$ cat src/rtl/opl_op_output_pkg.sv
// Shared audio package for the FM operator output stage: waveform
// encodings, datapath widths and the exp-ROM contents generator.
package opl_op_output_pkg;

  localparam int PHASE_W   = 10;
  localparam int ATTEN_W   = 9;
  localparam int LOG_W     = 12;
  localparam int SUM_W     = 13;
  localparam int SAMPLE_W  = 13;
  localparam int EXP_W     = 10;
  localparam int EXP_DEPTH = 256;

  // Fixed-point scale of the exp mantissa: 2^(x/256) is stored as
  // (2^(x/256) - 1) * EXP_MANT, the implicit leading one is re-added later.
  localparam int EXP_MANT = 1024;

  typedef enum logic [2:0] {
    WAVE_SINE   = 3'd0,
    WAVE_HALF   = 3'd1,
    WAVE_ABS    = 3'd2,
    WAVE_QPULSE = 3'd3,
    WAVE_ALT    = 3'd4,
    WAVE_CAMEL  = 3'd5,
    WAVE_SQUARE = 3'd6,
    WAVE_LOGSAW = 3'd7
  } wave_e;

  // One exp-ROM word, evaluated at elaboration only (constant function).
  function automatic logic [EXP_W-1:0] exp_entry(input int idx);
    real v;
    v = (2.0 ** (real'(idx) / real'(EXP_DEPTH)) - 1.0) * real'(EXP_MANT);
    return EXP_W'($rtoi(v + 0.5));
  endfunction

endpackage

$ cat src/rtl/opl_op_output_lut_exp.sv
// 256x10 exp ROM with a 1-cycle registered read; contents are
// round((2^(i/256) - 1) * 1024), generated at elaboration.
module opl_op_output_lut_exp
  import opl_op_output_pkg::*;
(
  input  logic             clk,
  input  logic [7:0]       i_addr,
  output logic [EXP_W-1:0] o_data
);

  logic [EXP_W-1:0] w_rom [EXP_DEPTH];
  logic [EXP_W-1:0] r_data;

  for (genvar g = 0; g < EXP_DEPTH; g++) begin : g_rom
    localparam logic [EXP_W-1:0] ENTRY = exp_entry(g);
    assign w_rom[g] = ENTRY;
  end

  // Registered ROM read.
  // NOTE: the ROM data register has no reset; the pipeline valid bits give
  // it meaning, so a stale word after reset is harmless.
  always_ff @(posedge clk) begin
    r_data <= w_rom[i_addr];
  end

  assign o_data = r_data;

endmodule

$ cat src/rtl/opl_op_output.sv
// FM operator output stage: phase -> log-sin ROM address, log-domain
// envelope add, exp ROM + shifter back to linear, sign/mute applied.
// Four-cycle fixed latency, one sample per cycle, no backpressure.
// Optional macro OPL_WAVE_EXT_EN enables the OPL3 waveforms 4-7; without
// it wave[2] is ignored and the log-value bypass mux is absent.
module opl_op_output
  import opl_op_output_pkg::*;
#(
  parameter int OUT_W = SAMPLE_W  // only 13 is supported
) (
  input  logic                    clk,
  input  logic                    reset,
  input  logic                    in_valid,
  input  logic [PHASE_W-1:0]      phase,
  input  logic [ATTEN_W-1:0]      atten,
  input  logic [2:0]              wave,
  output logic [7:0]              lut_idx,
  input  logic [LOG_W-1:0]        lut_value,
  output logic                    out_valid,
  output logic signed [OUT_W-1:0] out_sample
);

  // ---------------- S1 decode ----------------
  wave_e      w_wave;
  logic [8:0] w_eff;
  logic [7:0] w_idx;
  logic       w_sign;
  logic       w_mute;
`ifdef OPL_WAVE_EXT_EN
  logic             w_byp;
  logic [LOG_W-1:0] w_byp_log;
  assign w_wave = wave_e'(wave);
`else
  logic w_unused_wave;
  assign w_wave        = wave_e'({1'b0, wave[1:0]});
  assign w_unused_wave = wave[2];
`endif

  // Waveform decode: effective phase, sign and mute for this sample.
  // NOTE: every signal driven here gets a default first, so no latch is inferred.
  always_comb begin
    w_eff  = phase[8:0];
    w_sign = phase[9];
    w_mute = 1'b0;
`ifdef OPL_WAVE_EXT_EN
    w_byp     = 1'b0;
    w_byp_log = '0;
`endif
    case (w_wave)
      WAVE_HALF:   begin w_mute = phase[9]; w_sign = 1'b0; end
      WAVE_ABS:    w_sign = 1'b0;
      WAVE_QPULSE: begin w_mute = phase[8]; w_sign = 1'b0; end
`ifdef OPL_WAVE_EXT_EN
      WAVE_ALT:    begin w_mute = phase[9]; w_eff = {phase[7:0], 1'b0}; w_sign = phase[8]; end
      WAVE_CAMEL:  begin w_mute = phase[9]; w_eff = {phase[7:0], 1'b0}; w_sign = 1'b0; end
      WAVE_SQUARE: w_byp = 1'b1;
      WAVE_LOGSAW: begin
        w_byp     = 1'b1;
        w_byp_log = {(phase[9] ? ~phase[8:0] : phase[8:0]), 3'b000};
      end
`endif
      default: ;
    endcase
    w_idx = w_eff[8] ? ~w_eff[7:0] : w_eff[7:0];
  end

  // ---------------- pipeline registers ----------------
  logic               r_s1_valid, r_s1_sign, r_s1_mute;
  logic [ATTEN_W-1:0] r_s1_atten;
  logic [7:0]         r_lut_idx;
  logic               r_s2_valid, r_s2_sign, r_s2_mute;
  logic [ATTEN_W-1:0] r_s2_atten;
  logic               r_s3_valid, r_s3_sign, r_s3_mute;
  logic [4:0]         r_s3_shift;
  logic               r_out_valid;
  logic signed [OUT_W-1:0] r_out_sample;
`ifdef OPL_WAVE_EXT_EN
  logic             r_s1_byp, r_s2_byp;
  logic [LOG_W-1:0] r_s1_byp_log, r_s2_byp_log;
`endif

  // S1: register the ROM address and per-sample control; S2: align the
  // control with the log-sin ROM data that arrives one cycle later.
  // NOTE: sequential state uses <= so each stage samples pre-edge values.
  always_ff @(posedge clk or posedge reset) begin
    if (reset) begin
      r_s1_valid <= 1'b0; r_s1_sign <= 1'b0; r_s1_mute <= 1'b0;
      r_s1_atten <= '0;   r_lut_idx <= '0;
      r_s2_valid <= 1'b0; r_s2_sign <= 1'b0; r_s2_mute <= 1'b0;
      r_s2_atten <= '0;
`ifdef OPL_WAVE_EXT_EN
      r_s1_byp <= 1'b0; r_s1_byp_log <= '0;
      r_s2_byp <= 1'b0; r_s2_byp_log <= '0;
`endif
    end else begin
      r_s1_valid <= in_valid; r_s1_sign <= w_sign; r_s1_mute <= w_mute;
      r_s1_atten <= atten;    r_lut_idx <= w_idx;
      r_s2_valid <= r_s1_valid; r_s2_sign <= r_s1_sign; r_s2_mute <= r_s1_mute;
      r_s2_atten <= r_s1_atten;
`ifdef OPL_WAVE_EXT_EN
      r_s1_byp <= w_byp;    r_s1_byp_log <= w_byp_log;
      r_s2_byp <= r_s1_byp; r_s2_byp_log <= r_s1_byp_log;
`endif
    end
  end

  assign lut_idx = r_lut_idx;

  // ---------------- S2 log-domain add ----------------
  logic [LOG_W-1:0] w_log;
  logic [SUM_W-1:0] w_sum;
`ifdef OPL_WAVE_EXT_EN
  assign w_log = r_s2_byp ? r_s2_byp_log : lut_value;
`else
  assign w_log = lut_value;
`endif
  // Max 2137 + 4088 = 6225 fits in 13 bits, so no saturation is needed.
  assign w_sum = SUM_W'(w_log) + SUM_W'({r_s2_atten, 3'b000});

  // ---------------- S3 exp lookup ----------------
  logic [EXP_W-1:0] w_exp;

  opl_op_output_lut_exp u_lut_exp (
    .clk    (clk),
    .i_addr (~w_sum[7:0]),
    .o_data (w_exp)
  );

  // S3: carry the integer shift and control alongside the exp ROM read.
  always_ff @(posedge clk or posedge reset) begin
    if (reset) begin
      r_s3_valid <= 1'b0; r_s3_sign <= 1'b0; r_s3_mute <= 1'b0;
      r_s3_shift <= '0;
    end else begin
      r_s3_valid <= r_s2_valid; r_s3_sign <= r_s2_sign; r_s3_mute <= r_s2_mute;
      r_s3_shift <= w_sum[12:8];
    end
  end

  // ---------------- S4 shift and sign ----------------
  logic [11:0]             w_mant;
  logic [11:0]             w_mag;
  logic signed [OUT_W-1:0] w_mag_s;
  assign w_mant  = {1'b1, w_exp, 1'b0};
  assign w_mag   = (r_s3_shift >= 5'd12) ? 12'd0 : (w_mant >> r_s3_shift);
  assign w_mag_s = signed'(OUT_W'(w_mag));

  // S4: apply mute and sign, register the output sample.
  always_ff @(posedge clk or posedge reset) begin
    if (reset) begin
      r_out_valid  <= 1'b0;
      r_out_sample <= '0;
    end else begin
      r_out_valid <= r_s3_valid;
      if (r_s3_mute)      r_out_sample <= '0;
      else if (r_s3_sign) r_out_sample <= -w_mag_s;
      else                r_out_sample <= w_mag_s;
    end
  end

  assign out_valid  = r_out_valid;
  assign out_sample = r_out_sample;

endmodule

$ cat config.mk
export PLATFORM = sky130hd
export DESIGN_NAME = opl_op_output
export DESIGN_NICKNAME = d
export VERILOG_FILES = /design/src/rtl/opl_op_output_pkg.sv /design/src/rtl/opl_op_output_lut_exp.sv /design/src/rtl/opl_op_output.sv
export SDC_FILE = /design/constraint.sdc
export NUM_CORES = 1
export LEC_CHECK = 0
export CAP_MARGIN = 10
export CORE_MARGIN = 8
export CORE_UTILIZATION = 60
export DETAILED_ROUTE_END_ITERATION = 16
export PLACE_DENSITY = 0.89
export SLEW_MARGIN = 20
export SYNTH_ARGS = -nofsm -noshare
export SYNTH_HDL_FRONTEND = slang
export SYNTH_SLANG_ARGS = --single-unit
$ cat constraint.sdc
create_clock -name clk -period 8 [get_ports clk]
set_clock_uncertainty 0.05 [all_clocks]
set_input_delay 0.8 -clock clk [delete_from_list [all_inputs] [get_ports clk]]
set_output_delay 0.8 -clock clk [all_outputs]
set_load 0.01 [all_outputs]
Yosys cells after proc, flatten, opt, wreduce, memory -nomap -nowiden. Memories as Yosys holds them, arrays and structs flattened. A register that Yosys moved wholly into a read port is not among the register bits. Index checks and enable logic that the tools add are counted.

Flip-flop bits (word level): 54. Memory bits (read-only): 2560. Output and inout bits: 22. Logic and storage cells: 33. Memories: 1.

Add/subtract/negate cells: 2. Magnitude comparators: 1. Equality and inequality tests: 3. Shift operators: 1. Multiplexer cells: 6. Bitwise operators: 3. Reduce and logical (&&, ||, !) cells: 1.

Memory list: (name not given) (depth 256, width 10, read ports 1, clocked after Yosys merged registers in 1, write ports 0, line opl_op_output_lut_exp.sv:23) `r_data <= w_rom[i_addr];`.

Operator list (count): two-way mux 13 bit (2); inverter 8 bit (2); adder 12 x 12 -> 13 bit (1); negation 12 -> 13 bit (1); two-way mux 12 bit (1); right shift 12 x 5 -> 12 bit (1); inverter 8 -> 9 bit (1); two-way mux 8 bit (1); greater-or-equal comparator 5 x 4 -> 1 bit, second input constant (1); equality test 2 bit, second input constant (2); OR reduction 3 bit (1); equality test 2 x 1 -> 1 bit, second input constant (1); one-hot mux 1 bit (2 select lines) (1); two-way mux 1 bit (1).

Logic depth before layout (Yosys ltp). Gate-level depths: netlist of run 1.

Depth in word-level cells: 5. Gate-level depth with buffers: 12. Depth with buffers taken out: 9.

Hierarchy. Synthesis of run 1 repeated with hierarchy kept, for this count alone.

Cells, all modules: 657. Area total of the unflattened synthesis: 5590.4 um^2.

By module, submodules not included: opl_op_output_lut_exp (instances 1, cells each 413, area each 2819.0 um^2, sequential area each 200.2 um^2); opl_op_output (instances 1, cells each 244, area each 2771.4 um^2, sequential area each 1351.3 um^2).

Worst setup path before layout of run 1. OpenSTA, ideal clock, no wires.

Path kind: input port to flip-flop. From: in lut_value[3]. To: reg u_lut_exp.r_data[4], in the netlist u_lut_exp.o_data[4]. Setup time: 0.134 ns. Arrival time: 2.916 ns. Data required time: 7.816 ns. Path slack: 4.899 ns. Stages: 8. Path buffers: 1. Cells stage by stage: ha_1 fa_1 xnor2_1 clkbuf_1 a21oi_1 a311oi_1 a21oi_1 mux4_2.

Word-level cells in the longest chain between the ends: 3.

Ends and longest elaborated chain: start, declared (line opl_op_output.sv:18) `input logic [LOG_W-1:0] lut_value,`; adder 12 x 12 -> 13 bit (line opl_op_output.sv:118) `assign w_sum = SUM_W'(w_log) + SUM_W'({r_s2_atten, 3'b000});`; inverter 8 bit (line opl_op_output.sv:125) `.i_addr (~w_sum[7:0]),`; inverter 8 -> 9 bit (implied by the code) (line opl_op_output_lut_exp.sv:23); end, declared (line opl_op_output_lut_exp.sv:12) `logic [EXP_W-1:0] r_data;`.

Every way passes these cells.

Worst setup path in the final report of run 1.
From: in lut_value[1]. To: reg u_lut_exp.r_data[2], in the netlist u_lut_exp.o_data[2].

Same word-level chain as after synthesis.

==> impl_metrics.xml, run 1 <==
<?xml version="1.0" encoding="UTF-8"?>
<metrics>
  <group name="grt">
    <metric name="grt_max_degree" unit="">92</metric>
    <metric name="via_count_of_the_first_global_routing_pass" unit="">5138</metric>
    <metric name="antenna_violations_before_repair" unit="">0</metric>
    <metric name="grt_remaining_overflow" unit="">0</metric>
    <metric name="groute.usage.overall" unit="">0.233</metric>
    <metric name="grt_first_pass_wirelength" unit="mm">24.9</metric>
  </group>
  <group name="cts">
    <metric name="cts_made_buffers" unit="">9</metric>
    <metric name="post-cts-setup-buffer-count" unit="">0</metric>
    <metric name="cts.htree.levels" unit="">3</metric>
    <metric name="post_cts.resized_instances" unit="">0</metric>
    <metric name="path_clk_slew" unit="ps">70</metric>
    <metric name="clkLatencyLatePin" unit="ps">330</metric>
    <metric name="tritoncts_clock_tree" unit="">yes</metric>
    <metric name="clk_path_buf_depth" unit="">2</metric>
    <metric name="ctsHoldBuffers" unit="">0</metric>
    <metric name="cts_num_sinks" unit="">64</metric>
    <metric name="root_driver" unit="">clkbuf_8</metric>
  </group>
  <group name="layout">
    <metric name="diodes" unit="">0</metric>
    <metric name="layout.filler_cells" unit="">648</metric>
    <metric name="post_route_cells_drive_above_1_share" unit="">0.100</metric>
    <metric name="syn_to_final_growth" unit="%">12.7</metric>
    <metric name="design.final.nets" unit="">715</metric>
    <metric name="finish.instance_area" unit="um^2">6140</metric>
  </group>
  <group name="setup_path">
    <metric name="cp_data_required_time" unit="ps">8210</metric>
    <metric name="setup.worst_path.class" unit="">in2reg</metric>
    <metric name="crit_fanout" unit="">23</metric>
    <metric name="worstSetupStartpointType" unit="">input pin</metric>
    <metric name="setup.worst_path.end_class" unit="">register</metric>
    <metric name="arrival_time_at_the_worst_endpoint" unit="ps">4500</metric>
  </group>
  <group name="pwr">
    <metric name="vdd_drop_max" unit="uV">152</metric>
    <metric name="power.switching_fraction" unit="">0.408</metric>
    <metric name="power_frac_comb" unit="">0.493</metric>
    <metric name="power_density" unit="nW/um^2">217</metric>
    <metric name="power_leakage" unit="nW">2.43</metric>
    <metric name="clkPwrFrac" unit="">0.178</metric>
    <metric name="power.sequential.fraction" unit="">0.328</metric>
    <metric name="total_switching_power" unit="mW">0.543</metric>
    <metric name="cellInternalPower" unit="mW">0.788</metric>
  </group>
  <group name="logic_synthesis">
    <metric name="synthCells" unit="">640</metric>
    <metric name="synth_top_area_cell" unit="">dfrtp_1</metric>
    <metric name="synth_area_per_cell" unit="um^2">8.51</metric>
    <metric name="synth.distinct_cells" unit="">74</metric>
    <metric name="synth.top_cell.area_share" unit="">0.248</metric>
    <metric name="register_area_share_after_synthesis" unit="">0.285</metric>
    <metric name="yosys-top-cells-area" unit="">dfrtp_1, mux4_2, ha_1</metric>
    <metric name="netlist_area" unit="um^2">5450</metric>
    <metric name="post-synth-top-count-cell" unit="">nor2_1</metric>
    <metric name="synth-edff-count" unit="">0</metric>
    <metric name="number_of_synthesized_register_bits" unit="">64</metric>
    <metric name="synth_common_cells" unit="">nor2_1, dfrtp_1, a21oi_1</metric>
    <metric name="postSynth.asyncResetShare" unit="">0.844</metric>
    <metric name="synth_ff_type" unit="">dfrtp_1</metric>
    <metric name="syn-num-nets" unit="">700</metric>
    <metric name="yosysWarnings" unit="">0</metric>
  </group>
  <group name="sta">
    <metric name="finalHoldViolations" unit="">0</metric>
    <metric name="setup_viol_count_final" unit="">0</metric>
    <metric name="final.setup.tns" unit="ps">0</metric>
    <metric name="rsz0062_at_grt" unit="">false</metric>
    <metric name="worstMarginPinSlew" unit="ps">1040</metric>
    <metric name="fin_crit_sh" unit="">0.536</metric>
    <metric name="worst_slew_margin_rel" unit="">0.300</metric>
    <metric name="final_critical_period" unit="ps">4290</metric>
    <metric name="finalMaxSlewViolations" unit="">0</metric>
    <metric name="timing.fmax" unit="MHz">233</metric>
  </group>
  <group name="flow_run">
    <metric name="drv.max_cap_violation_count" unit="">0</metric>
  </group>
  <group name="routing">
    <metric name="viasPerCell" unit="">6.88</metric>
    <metric name="remaining_drc_errors" unit="">0</metric>
    <metric name="drt_first_iter_violations" unit="">704</metric>
    <metric name="first_pass_iters" unit="">6</metric>
    <metric name="post_drt_wl_per_cell" unit="um">19.3</metric>
    <metric name="via_count" unit="">5280</metric>
    <metric name="finalWirelength" unit="mm">14.8</metric>
    <metric name="count_of_antenna_violating_nets_left_after_detailed_routing" unit="">0</metric>
  </group>
  <group name="place">
    <metric name="gpl_wtd_cong" unit="">0.914</metric>
    <metric name="detailed_place.area" unit="um^2">5960</metric>
    <metric name="port_buffers" unit="">57</metric>
    <metric name="placed_wire_length_estimate_after_detailed_placement" unit="mm">9.92</metric>
  </group>
  <group name="die">
    <metric name="design.portCount" unit="">59</metric>
    <metric name="die_y" unit="um">111</metric>
    <metric name="chipWidth" unit="um">111</metric>
    <metric name="floorplan.core_area" unit="um^2">8760</metric>
    <metric name="initial_core_util" unit="">0.622</metric>
    <metric name="floorplan.rows" unit="">34</metric>
    <metric name="die-area" unit="um^2">12400</metric>
  </group>
  <group name="status">
    <metric name="run_status" unit="">finished, final reports clean</metric>
  </group>
  <group name="min_path">
    <metric name="hold_path.class" unit="">reg2reg</metric>
  </group>
</metrics>
sequential cells by signal (all words and copies together) (netlist names):
name / count
r_s3_shift: 5
r_s2_atten: 9
r_s1_valid: 1
out_sample: 13
u_lut_exp.o_data: 10
r_s2_sign: 1
r_s3_sign: 1
lut_idx: 8
r_s2_mute: 1
r_s1_mute: 1
r_s1_sign: 1
r_s1_atten: 9
r_s2_valid: 1
out_valid: 1
r_s3_valid: 1
r_s3_mute: 1
cells by family after synthesis:
family,synth area share
fa+ha+maj,0.0542
flops,0.285
simple gates,0.172
buf+inv,0.0602
xor+xnor,0.0395
compound gates,0.276
mux,0.113
metrics by stage:
| stage | hold WS [ps] | worst slack, ps | power (mW) | utilization | std cells |
|---|---|---|---|---|---|
| 3_5_place_dp | 286 | 3490 | 1.08 | 0.681 | 752 |
| 5_1_grt | 303 | 3590 | 1.41 | 0.700 | 767 |
| 4_1_cts | 301 | 3820 | 1.32 | 0.700 | 767 |
| 6_report | 299 | 3710 | 1.33 | 0.700 | 767 |
| 3_3_place_gp | 283 | 3570 | 1.05 | 0.681 | 752 |
| 2_1_floorplan | 281 | 4900 | 0.904 | - | 640 |
cells in the final DEF (no fill, tap or decap), types with 6 or more instances in the layout:
cell	instances
ha_1	21
o221ai_1	6
a21oi_1	52
clkbuf_8	9
mux4_2	15
o21ai_0	48
nand2b_1	13
xor2_1	10
a21o_1	7
xnor2_1	10
mux2_2	11
mux2i_1	9
nand2_1	48
a31oi_1	15
inv_1	15
nor2b_1	16
nor3_1	12
nand3_1	14
dfxtp_1	10
o21a_1	6
clkdlybuf4s50_1	56
dfrtp_1	54
a221oi_1	8
buf_4	8
nor2_1	55
o211ai_1	13
a211oi_1	12
cell type report:
class / instances / area, um^2 / share of cell area
Timing Repair Buffer: 65 / 626 / 0.102
Clock inverter: 6 / 46.3 / 0.00754
Sequential cell: 64 / 1550 / 0.253
Inverter: 18 / 68.8 / 0.0112
Multi-Input combinational cell: 497 / 3580 / 0.584
Clock buffer: 9 / 124 / 0.0202
Tap cell: 108 / 135 / 0.0220
power groups by stage:
stage               clock [mW]  sequential, mW  combinational, mW
floorplan                    0           0.420              0.484
global placement             0           0.434              0.616
detailed placement           0           0.441              0.640
CTS                      0.242           0.435              0.645
global route             0.257           0.446              0.710
finish                   0.238           0.437              0.657
metal layers:
layer  global-route usage  vias up  wire length (um)
li1                     -     2405                 -
met2                0.372      371              7060
met3               0.0611       68              1440
met1                0.297     2436              5920
met5                    0        -                 0
met4               0.0773        0               405
worst max-delay path: stages:
cell	delay (ps)
clkdlybuf4s50_1	830
inv_1	370
ha_1	870
inv_1	310
mux4_2	520
a21o_1	190
mux4_2	440
o22ai_1	170
path summary, 6_finish.rpt:
path,from,endpoint,slack (ps),cells past startpoint
worst max register to register,r_s3_shift[0],out_sample[6],4530,9
max in group asynchronous,reset,r_s2_sign,6490,2
worst max-delay path,lut_value[1],u_lut_exp.o_data[2],3710,8
worst min-delay path,r_s2_sign,r_s3_sign,300,0
worst min register to register,r_s2_sign,r_s3_sign,300,0
min in group asynchronous,reset,out_sample[3],890,2
(Power assumes the default switching activity.)
==> inputs of run 2 (changes only) <==
Settings changed: CORE_UTILIZATION 60 to 52, PLACE_DENSITY 0.89 to 0.82.
Clock period 8 ns to 3.9 ns, I/O delays scaled along.
==> run 2 against run 1 <==
Clock power grew to 3.0 times the previous value. Global-route usage is 1.1 points lower. Hold slack got worse by 4.2 ps. Critical path depth did not move. Sequential share of layout area down 1.1 points. Core utilization is 7.3 points lower. Total power rose by 130%. Die area grew 13%. Register-to-register slack got worse by 3800 ps. Via count grew 2.4%.
==> impl_metrics.xml, run 2 (synthesized netlist as in run 1, its figures left out) <==
<?xml version="1.0" encoding="UTF-8"?>
<metrics>
  <group name="die">
    <metric name="chipWidth" unit="um">118</metric>
    <metric name="floorplan.core_area" unit="um^2">10200</metric>
    <metric name="die_y" unit="um">118</metric>
    <metric name="initial_core_util" unit="">0.532</metric>
    <metric name="floorplan.rows" unit="">37</metric>
    <metric name="die-area" unit="um^2">14000</metric>
    <metric name="design.portCount" unit="">59</metric>
  </group>
  <group name="min_path">
    <metric name="timing.hold.worst_path_depth" unit="">0</metric>
    <metric name="hold_path.startpoint" unit="">r_s1_atten[6]</metric>
    <metric name="hold_path.class" unit="">reg2reg</metric>
    <metric name="worstHoldEndpoint" unit="">r_s2_atten[6]</metric>
  </group>
  <group name="sta">
    <metric name="worstMarginPinSlew" unit="ps">882</metric>
    <metric name="finalHoldViolations" unit="">0</metric>
    <metric name="final_critical_period" unit="ps">3210</metric>
    <metric name="fin_crit_sh" unit="">0.823</metric>
    <metric name="setup_viol_count_final" unit="">0</metric>
    <metric name="rsz0062_at_grt" unit="">false</metric>
    <metric name="finalMaxSlewViolations" unit="">0</metric>
    <metric name="timing.final.ws_setup" unit="ps">691</metric>
    <metric name="final.setup.tns" unit="ps">0</metric>
    <metric name="worst_slew_margin_rel" unit="">0.411</metric>
    <metric name="timing.fmax" unit="MHz">312</metric>
  </group>
  <group name="cts">
    <metric name="cts_made_buffers" unit="">9</metric>
    <metric name="ctsHoldBuffers" unit="">0</metric>
    <metric name="cts.htree.levels" unit="">3</metric>
    <metric name="path_clk_slew" unit="ps">80</metric>
    <metric name="tritoncts_clock_tree" unit="">yes</metric>
    <metric name="clkLatencyLatePin" unit="ps">350</metric>
    <metric name="cts_num_sinks" unit="">64</metric>
    <metric name="root_driver" unit="">clkbuf_8</metric>
    <metric name="post-cts-setup-buffer-count" unit="">0</metric>
    <metric name="post_cts.resized_instances" unit="">0</metric>
    <metric name="clk_path_buf_depth" unit="">2</metric>
  </group>
  <group name="grt">
    <metric name="groute.usage.overall" unit="">0.222</metric>
    <metric name="grt_first_pass_wirelength" unit="mm">25.7</metric>
    <metric name="grt_max_degree" unit="">74</metric>
    <metric name="via_count_of_the_first_global_routing_pass" unit="">5011</metric>
    <metric name="grt_remaining_overflow" unit="">0</metric>
    <metric name="antenna_violations_before_repair" unit="">0</metric>
  </group>
  <group name="pwr">
    <metric name="power_leakage" unit="nW">2.57</metric>
    <metric name="vdd_drop_max" unit="uV">379</metric>
    <metric name="power_density" unit="nW/um^2">470</metric>
  </group>
  <group name="setup_path">
    <metric name="arrival_time_at_the_worst_endpoint" unit="ps">3350</metric>
    <metric name="critical_path.reg2reg.endpoint" unit="">out_sample[6]</metric>
    <metric name="r2r.worst_path.cells" unit="">10</metric>
    <metric name="worstSetupStartpointType" unit="">input pin</metric>
    <metric name="reg2reg_slack" unit="ps">720</metric>
    <metric name="critical-path-max-stage-delay" unit="ps">730</metric>
    <metric name="crit_fanout" unit="">14</metric>
    <metric name="critical_path.cell_chain" unit="">clkdlybuf4s50_1, ha_2, fa_1, xnor2_2, mux4_2, mux2_2, mux2i_1, a2bb2oi_1</metric>
    <metric name="setup.worst_path.class" unit="">in2reg</metric>
    <metric name="crit-reg2reg-launch" unit="">r_s3_shift[0]</metric>
    <metric name="setup.worst_path.end_class" unit="">register</metric>
    <metric name="cp_data_required_time" unit="ps">4040</metric>
    <metric name="critical_path.slowest_cell" unit="">xnor2_2</metric>
  </group>
  <group name="routing">
    <metric name="count_of_antenna_violating_nets_left_after_detailed_routing" unit="">0</metric>
    <metric name="viasPerCell" unit="">6.64</metric>
    <metric name="first_pass_iters" unit="">5</metric>
    <metric name="met3RoutedLength" unit="mm">1.47</metric>
    <metric name="dr.max_layer_used" unit="">met4</metric>
    <metric name="drt_first_iter_violations" unit="">858</metric>
    <metric name="detailroute.wirelength.met2" unit="mm">7.71</metric>
    <metric name="post_drt_wl_per_cell" unit="um">19.5</metric>
    <metric name="routedLengthMet1" unit="mm">6.22</metric>
    <metric name="via_count" unit="">5407</metric>
    <metric name="remaining_drc_errors" unit="">0</metric>
    <metric name="finalWirelength" unit="mm">15.9</metric>
  </group>
  <group name="layout">
    <metric name="fraction_of_the_core_area_covered_by_cells_at_the_end_of_the_flow" unit="">0.627</metric>
    <metric name="commonest_cells_after_routing_fill_and_taps_aside" unit="">clkdlybuf4s50_1, nor2_1, dfrtp_1</metric>
    <metric name="syn_to_final_growth" unit="%">17.8</metric>
    <metric name="final_common_cell" unit="">clkdlybuf4s50_1</metric>
    <metric name="max_reg_flops" unit="">13</metric>
    <metric name="design.final.nets" unit="">733</metric>
    <metric name="post_route_cells_drive_above_1_share" unit="">0.127</metric>
    <metric name="diodes" unit="">0</metric>
  </group>
  <group name="place">
    <metric name="port_buffers" unit="">57</metric>
    <metric name="gpl_wtd_cong" unit="">0.953</metric>
    <metric name="post-place-ws" unit="ps">363</metric>
    <metric name="placed_wire_length_estimate_after_detailed_placement" unit="mm">10.6</metric>
  </group>
  <group name="flow_run">
    <metric name="drv.max_cap_violation_count" unit="">0</metric>
  </group>
  <group name="status">
    <metric name="run_status" unit="">finished, final reports clean</metric>
  </group>
</metrics>
run 2: report_power, final:
group | internal, mW | switching [mW] | total, mW
Clock | 0.432 | 0.290 | 0.722
Combinational | 0.649 | 0.760 | 1.41
Sequential | 0.773 | 0.113 | 0.886
Total | 1.85 | 1.16 | 3.02
run 2: layout make-up:
class,count,area (um^2)
clock buffer,9,124
tap,136,170
timing repair buffer,83,786
sequential,64,1550
fill,829,3810
multi-input combinational,497,3590
clock inverter,7,125
inverter,18,68.8
run 2: worst max-delay path by stage:
stage                        startpoint                  end  cells after the start
after CTS                  lut_value[3]  u_lut_exp.o_data[3]                      8
after floorplan            lut_value[3]  u_lut_exp.o_data[4]                      8
after global routing      r_s3_shift[0]        out_sample[6]                     10
final                      lut_value[3]  u_lut_exp.o_data[3]                      8
after global placement     lut_value[3]  u_lut_exp.o_data[3]                      8
after detailed placement   lut_value[3]  u_lut_exp.o_data[3]                      8
run 2: critical path: cells and delay by family:
kind / cells / cell delay, ps
fa+ha+maj: 2 / 710
buf+inv: 1 / 410
compound gates: 1 / 110
xor+xnor: 1 / 730
mux: 3 / 990
run 2: stage by stage:
stage,area (um^2),cells,total power [mW],hold WS [ps]
6_report,6420,814,3.02,295
3_3_place_gp,6170,798,2.22,282
3_5_place_dp,6170,798,2.26,286
2_1_floorplan,5450,640,1.85,281
5_1_grt,6420,814,3.17,310
4_1_cts,6420,814,2.99,301
run 2: metal layers:
metal  up-vias  track usage
li1       2448            -
met1      2566        0.274
met2       350        0.369
met3        43       0.0471
met4         0       0.0905
met5         -            0
==> inputs of run 3 (changes only) <==
Clock period 3.9 ns to 2.7 ns, I/O delays scaled along.
==> run 3 against run 2 <==
The run now ends with setup timing left. Routed wire length increased by 17%. First-iteration DRC count decreased by 5.4%. Design area increased by 13%. Register-to-register slack got worse by 740 ps. Non-clock buffer count increased by 102. Worst setup slack got worse by 710 ps. Clock power increased by 33%. Sequential cell count unchanged. Hold slack got worse by 79 ps. Die area unchanged. Global-route usage increased by 3.2 points. Critical path depth increased by 2.
==> impl_metrics.xml, run 3 (synthesized netlist as in run 1, its figures left out) <==
<?xml version="1.0" encoding="UTF-8"?>
<metrics>
  <group name="cts">
    <metric name="clk_path_buf_depth" unit="">2</metric>
    <metric name="path_clk_slew" unit="ps">80</metric>
    <metric name="tritoncts_clock_tree" unit="">yes</metric>
    <metric name="clkLatencyLatePin" unit="ps">360</metric>
    <metric name="root_driver" unit="">clkbuf_8</metric>
    <metric name="cts_num_sinks" unit="">64</metric>
    <metric name="cts_made_buffers" unit="">9</metric>
    <metric name="cts.htree.levels" unit="">3</metric>
    <metric name="ctsHoldBuffers" unit="">0</metric>
  </group>
  <group name="routing">
    <metric name="dr.max_layer_used" unit="">met4</metric>
    <metric name="drt_first_iter_violations" unit="">812</metric>
    <metric name="finalWirelength" unit="mm">18.5</metric>
    <metric name="count_of_antenna_violating_nets_left_after_detailed_routing" unit="">0</metric>
    <metric name="first_pass_iters" unit="">6</metric>
    <metric name="viasPerCell" unit="">6.42</metric>
    <metric name="post_drt_wl_per_cell" unit="um">20.2</metric>
    <metric name="via_count" unit="">5885</metric>
    <metric name="detailroute.wirelength.met2" unit="mm">9.06</metric>
    <metric name="remaining_drc_errors" unit="">0</metric>
    <metric name="met3RoutedLength" unit="mm">1.66</metric>
    <metric name="routedLengthMet1" unit="mm">7.19</metric>
  </group>
  <group name="die">
    <metric name="die-area" unit="um^2">14000</metric>
    <metric name="design.portCount" unit="">59</metric>
    <metric name="initial_core_util" unit="">0.532</metric>
    <metric name="floorplan.core_area" unit="um^2">10200</metric>
    <metric name="die_y" unit="um">118</metric>
    <metric name="floorplan.rows" unit="">37</metric>
    <metric name="chipWidth" unit="um">118</metric>
  </group>
  <group name="setup_path">
    <metric name="crit_path_frequent_cell" unit="">mux2_4</metric>
    <metric name="critical-path-max-stage-delay" unit="ps">550</metric>
    <metric name="critPathTopFamily" unit="">multiplexers</metric>
    <metric name="critical_path.slowest_cell" unit="">mux4_2</metric>
    <metric name="crit-reg2reg-launch" unit="">r_s3_shift[0]</metric>
    <metric name="r2r.worst_path.cells" unit="">10</metric>
    <metric name="timing.critical_path.depth" unit="">10</metric>
    <metric name="cp_num_buf_inv" unit="">3</metric>
    <metric name="setup.worst_path.class" unit="">reg2reg</metric>
    <metric name="reg2reg_slack" unit="ps">-20</metric>
    <metric name="critical_path.endpoint" unit="">out_sample[6]</metric>
    <metric name="cp_data_required_time" unit="ps">2890</metric>
    <metric name="critical_path.reg2reg.endpoint" unit="">out_sample[6]</metric>
    <metric name="worst_setup_path_startpoint" unit="">r_s3_shift[0]</metric>
    <metric name="arrival_time_at_the_worst_endpoint" unit="ps">2910</metric>
    <metric name="crit_fanout" unit="">6</metric>
    <metric name="setup.worst_path.end_class" unit="">register</metric>
    <metric name="critical_path.cell_chain" unit="">mux4_2, mux2_4, a22o_4, inv_4, ha_4, inv_2, a311oi_2, buf_4, a21oi_4, mux2_4</metric>
    <metric name="worstSetupStartpointType" unit="">register</metric>
  </group>
  <group name="pwr">
    <metric name="power_leakage" unit="nW">3.06</metric>
    <metric name="power_density" unit="nW/um^2">665</metric>
    <metric name="vdd_drop_max" unit="uV">482</metric>
  </group>
  <group name="place">
    <metric name="post-place-ws" unit="ps">-358</metric>
    <metric name="post-place-cells" unit="">897</metric>
    <metric name="gpl_wtd_cong" unit="">1.01</metric>
    <metric name="port_buffers" unit="">57</metric>
    <metric name="placed_wire_length_estimate_after_detailed_placement" unit="mm">13.3</metric>
  </group>
  <group name="layout">
    <metric name="final_common_cell" unit="">buf_4</metric>
    <metric name="design.final.nets" unit="">835</metric>
    <metric name="post_route_cells_drive_above_1_share" unit="">0.259</metric>
    <metric name="diodes" unit="">0</metric>
    <metric name="commonest_cells_after_routing_fill_and_taps_aside" unit="">buf_4, clkdlybuf4s50_1, nor2_1</metric>
    <metric name="syn_to_final_growth" unit="%">32.9</metric>
    <metric name="instances_no_fill" unit="">916</metric>
    <metric name="max_reg_flops" unit="">13</metric>
  </group>
  <group name="sta">
    <metric name="timing.final.ws_setup" unit="ps">-23.2</metric>
    <metric name="rsz0062_at_grt" unit="">true</metric>
    <metric name="fin_crit_sh" unit="">1.01</metric>
    <metric name="worstMarginPinSlew" unit="ps">530</metric>
    <metric name="setup_viol_count_final" unit="">2</metric>
    <metric name="finalHoldViolations" unit="">0</metric>
    <metric name="worst_slew_margin_rel" unit="">0.646</metric>
    <metric name="timing.fmax" unit="MHz">367</metric>
    <metric name="finalMaxSlewViolations" unit="">0</metric>
    <metric name="final_critical_period" unit="ps">2720</metric>
  </group>
  <group name="status">
    <metric name="violations" unit="">setup timing</metric>
    <metric name="run_status" unit="">finished, violations left</metric>
  </group>
  <group name="grt">
    <metric name="grt_max_degree" unit="">37</metric>
    <metric name="grt_remaining_overflow" unit="">0</metric>
    <metric name="grt_first_pass_wirelength" unit="mm">29.3</metric>
    <metric name="groute.usage.overall" unit="">0.254</metric>
    <metric name="antenna_violations_before_repair" unit="">0</metric>
    <metric name="via_count_of_the_first_global_routing_pass" unit="">5763</metric>
  </group>
  <group name="flow_run">
    <metric name="drv.max_cap_violation_count" unit="">0</metric>
  </group>
  <group name="min_path">
    <metric name="hold_path.class" unit="">in2async</metric>
  </group>
</metrics>
-- run 3: worst register-to-register path: stages (launching register included) --
cell and delay [ps]:
dfrtp_2 450, mux4_2 550, mux2_4 300, a22o_4 260, inv_4 70, ha_4 130, inv_2 30, a311oi_2 220
buf_4 190, a21oi_4 60, mux2_4 310
-- run 3: worst min-delay path by stage --
stage | start | end | slack, ps | cells past startpoint
floorplan | atten[0] | r_s1_atten[0] | 250 | 0
CTS | reset | out_valid | 230 | 2
finish | reset | r_s2_mute | 220 | 2
global placement | r_s2_valid | r_s3_valid | 280 | 0
detailed placement | r_s1_atten[4] | r_s2_atten[4] | 280 | 0
global route | reset | r_s2_mute | 280 | 2
-- run 3: power by group --
group          total, mW  switching [mW]  internal [mW]
Clock              0.962           0.432          0.529
Combinational       2.60            1.32           1.28
Sequential          1.25           0.136           1.12
-- run 3: timing repair --
action,CTS,global route
buffers inserted,0,3
gates cloned,0,0
pin swaps,0,6
gates resized for setup,5,20
setup endpoints to repair,6,12
-- run 3: per-layer routing --
metal	GRT usage	vias up
met4	0.0977	0
met3	0.0638	76
li1	-	2651
met1	0.310	2756
met2	0.424	402
met5	0	-
-- run 3: stage by stage --
step | utilization | total power [mW] | instance area [um^2] | setup TNS, ps | hold slack (ps)
global placement | 0.674 | 3.55 | 6900 | -1630 | 281
global route | 0.707 | 5.06 | 7240 | -310 | 282
detailed placement | 0.674 | 3.62 | 6900 | -2330 | 285
finish | 0.707 | 4.81 | 7240 | -37.8 | 216
floorplan | - | 2.68 | 5450 | 0 | 251
CTS | 0.698 | 4.62 | 7140 | 0 | 232
-- run 3: area by class of cell --
| cell class | instances | area (um^2) |
|---|---|---|
| tap | 136 | 170 |
| clock buffer | 9 | 124 |
| fill | 734 | 2990 |
| multi-input combinational | 497 | 3670 |
| clock inverter | 7 | 103 |
| sequential | 64 | 1550 |
| timing repair buffer | 185 | 1550 |
| inverter | 18 | 70.1 |
==> edit (settings of run 2) <==
Change the package constant `SAMPLE_W` from 13 to 9.
--- a/src/rtl/opl_op_output_pkg.sv
+++ b/src/rtl/opl_op_output_pkg.sv
@@ -6,7 +6,7 @@
   localparam int ATTEN_W   = 9;
   localparam int LOG_W     = 12;
   localparam int SUM_W     = 13;
-  localparam int SAMPLE_W  = 13;
+  localparam int SAMPLE_W  = 9;
   localparam int EXP_W     = 10;
   localparam int EXP_DEPTH = 256;
 
Interface: changed (resized out_sample); port bits go from 59 to 55. The function was not compared with the original's and may differ.
==> edit against run 2 <==
Final area is 10% lower. Highest routed layer unchanged. Total power shrank 14%. Synthesized area is 9.1% lower. Utilization fell by 0.25 points. Count of clock-buffer cells in the layout unchanged. Sequential cell count is 4 lower. Routed wire length is 14% lower. Worst setup slack better by 0.045 ns. Cell count decreased by 7.7%.
==> edit: results (changes against run 2) <==
- Maximum VDD drop: 232.1 uV (-39%)
- The routed wire length on met2 is 6783 um (-12%).
- Maximum fanout along the worst path: 13 (-1)
* Ratio of cells with drive above 1 in the final layout: 11.74% (-0.95 points)
* RePlAce Congestion: 0.9683 (+1.6%)
- Starting DRC count in detailed routing: 678 (-21%)
- The mux contribution to synthesized area came to 10.19% (-1.1 points).
- Xor/xnor cell area share of the yosys netlist: 4.044% (+0.093 points)
- Transition time at the pin with the least slew margin: 0.8259 ns (-0.05585 ns)
- The adder-cell share of the synthesized area is 6.926% (+1.5 points).
- The proportion of synthesized flip-flops having asynchronous set or reset is 83.33% (-1.0 points).
* Static power due to leakage: 0.002335 uW (-9.2%)
- Wire length the detailed router placed on met1: 5318 um (-15%)
* Number of port buffers: 53 (-7.0%)
* Post-synth net total: 652 (-6.9%)
- Sum of net half-perimeters after detailed placement: 9478 um (-10%)
- Later-pin clock latency in the skew report: 0.33 ns (-0.02 ns)
* Total Routed Length: 13590 um (-14%)
- Fill cell count: 757 (-8.7%)
- The internal power of the cells was 1629 uW (-12%).
- Global routing usage summed across all routing layers: 20.61% (-1.6 points)
- The via count normalized by instance count came to 6.447 (-2.9%).
- Synth Area in Compound Gates: 25.88% (-1.8 points)
- Flip-flop count of the largest register, all copies and words added: 10 (-3)
- Run status: complete, no violations
edit: cell count changes after synthesis, sizes merged, moves of 5 or more:
cell / before / now
clkbuf: 43 / 28
a21oi: 52 / 40
o21ai: 48 / 60
nor2: 55 / 65
mux2: 12 / 3
buf: 18 / 26
o221ai: 6 / 0
a221oi: 8 / 3
o311ai: 3 / 8
edit: cell families after synthesis:
family,after synthesis
buf+inv,71
mux,30
flops,60
compound gates,195
fa+ha+maj,27
xor+xnor,22
simple gates,184
edit: path summary, 6_finish.rpt:
| kind | startpoint | endpoint | slack, ns | cells after the start |
|---|---|---|---|---|
| worst max register to register | r_s2_atten[0] | u_lut_exp.o_data[0] | 0.93 | 10 |
| min in group asynchronous | reset | out_valid | 0.46 | 2 |
| worst max-delay path | lut_value[3] | u_lut_exp.o_data[0] | 0.74 | 11 |
| worst min register to register | r_s2_sign | r_s3_sign | 0.30 | 0 |
| max in group asynchronous | reset | r_s1_atten[2] | 2.86 | 2 |
| worst min-delay path | r_s2_sign | r_s3_sign | 0.30 | 0 |
edit: per-stage QoR:
step                util, %  hold slack [ns]  instances  area (um2)  setup slack (ns)
floorplan                 -           0.2812        589        4950             1.238
global placement      60.05           0.2823        735        5549            0.5058
detailed placement    60.05           0.2847        735        5549            0.4534
CTS                   62.46           0.3015        751        5772            0.8148
global route          62.48           0.3053        751        5773            0.6925
finish                62.48           0.2979        751        5773            0.7354
edit: power groups by stage:
stage / clock [uW] / combinational, uW / sequential (uW)
2_1_floorplan: 0 / 858 / 794
3_3_place_gp: 0 / 1110 / 818
3_5_place_dp: 0 / 1140 / 825
4_1_cts: 633 / 1150 / 813
5_1_grt: 660 / 1260 / 828
6_report: 621 / 1170 / 812
edit: critical path: stages:
cell and delay, ns:
clkdlybuf4s50_1 0.47, ha_2 0.18, inv_1 0.05, fa_2 0.69
inv_1 0.20, nand2_1 0.22, nor2b_1 0.29, o32ai_1 0.11
a21oi_1 0.13, o21ai_0 0.08, mux4_2 0.49
edit: routing by layer:
layer	vias up	track usage, %
li1	2200	-
met5	-	0
met1	2301	25.59
met3	41	4.120
met2	300	35.11
met4	0	6.483
edit: layout make-up:
type | instances | area [um2] | area share, %
multi-input cells | 458 | 3212 | 55.63
repair buffers | 71 | 660.6 | 11.44
inverters | 17 | 65.06 | 1.127
well taps | 129 | 161.4 | 2.796
flip-flops and latches | 60 | 1451 | 25.14
clock inverters | 7 | 98.84 | 1.712
clock buffers | 9 | 123.9 | 2.146
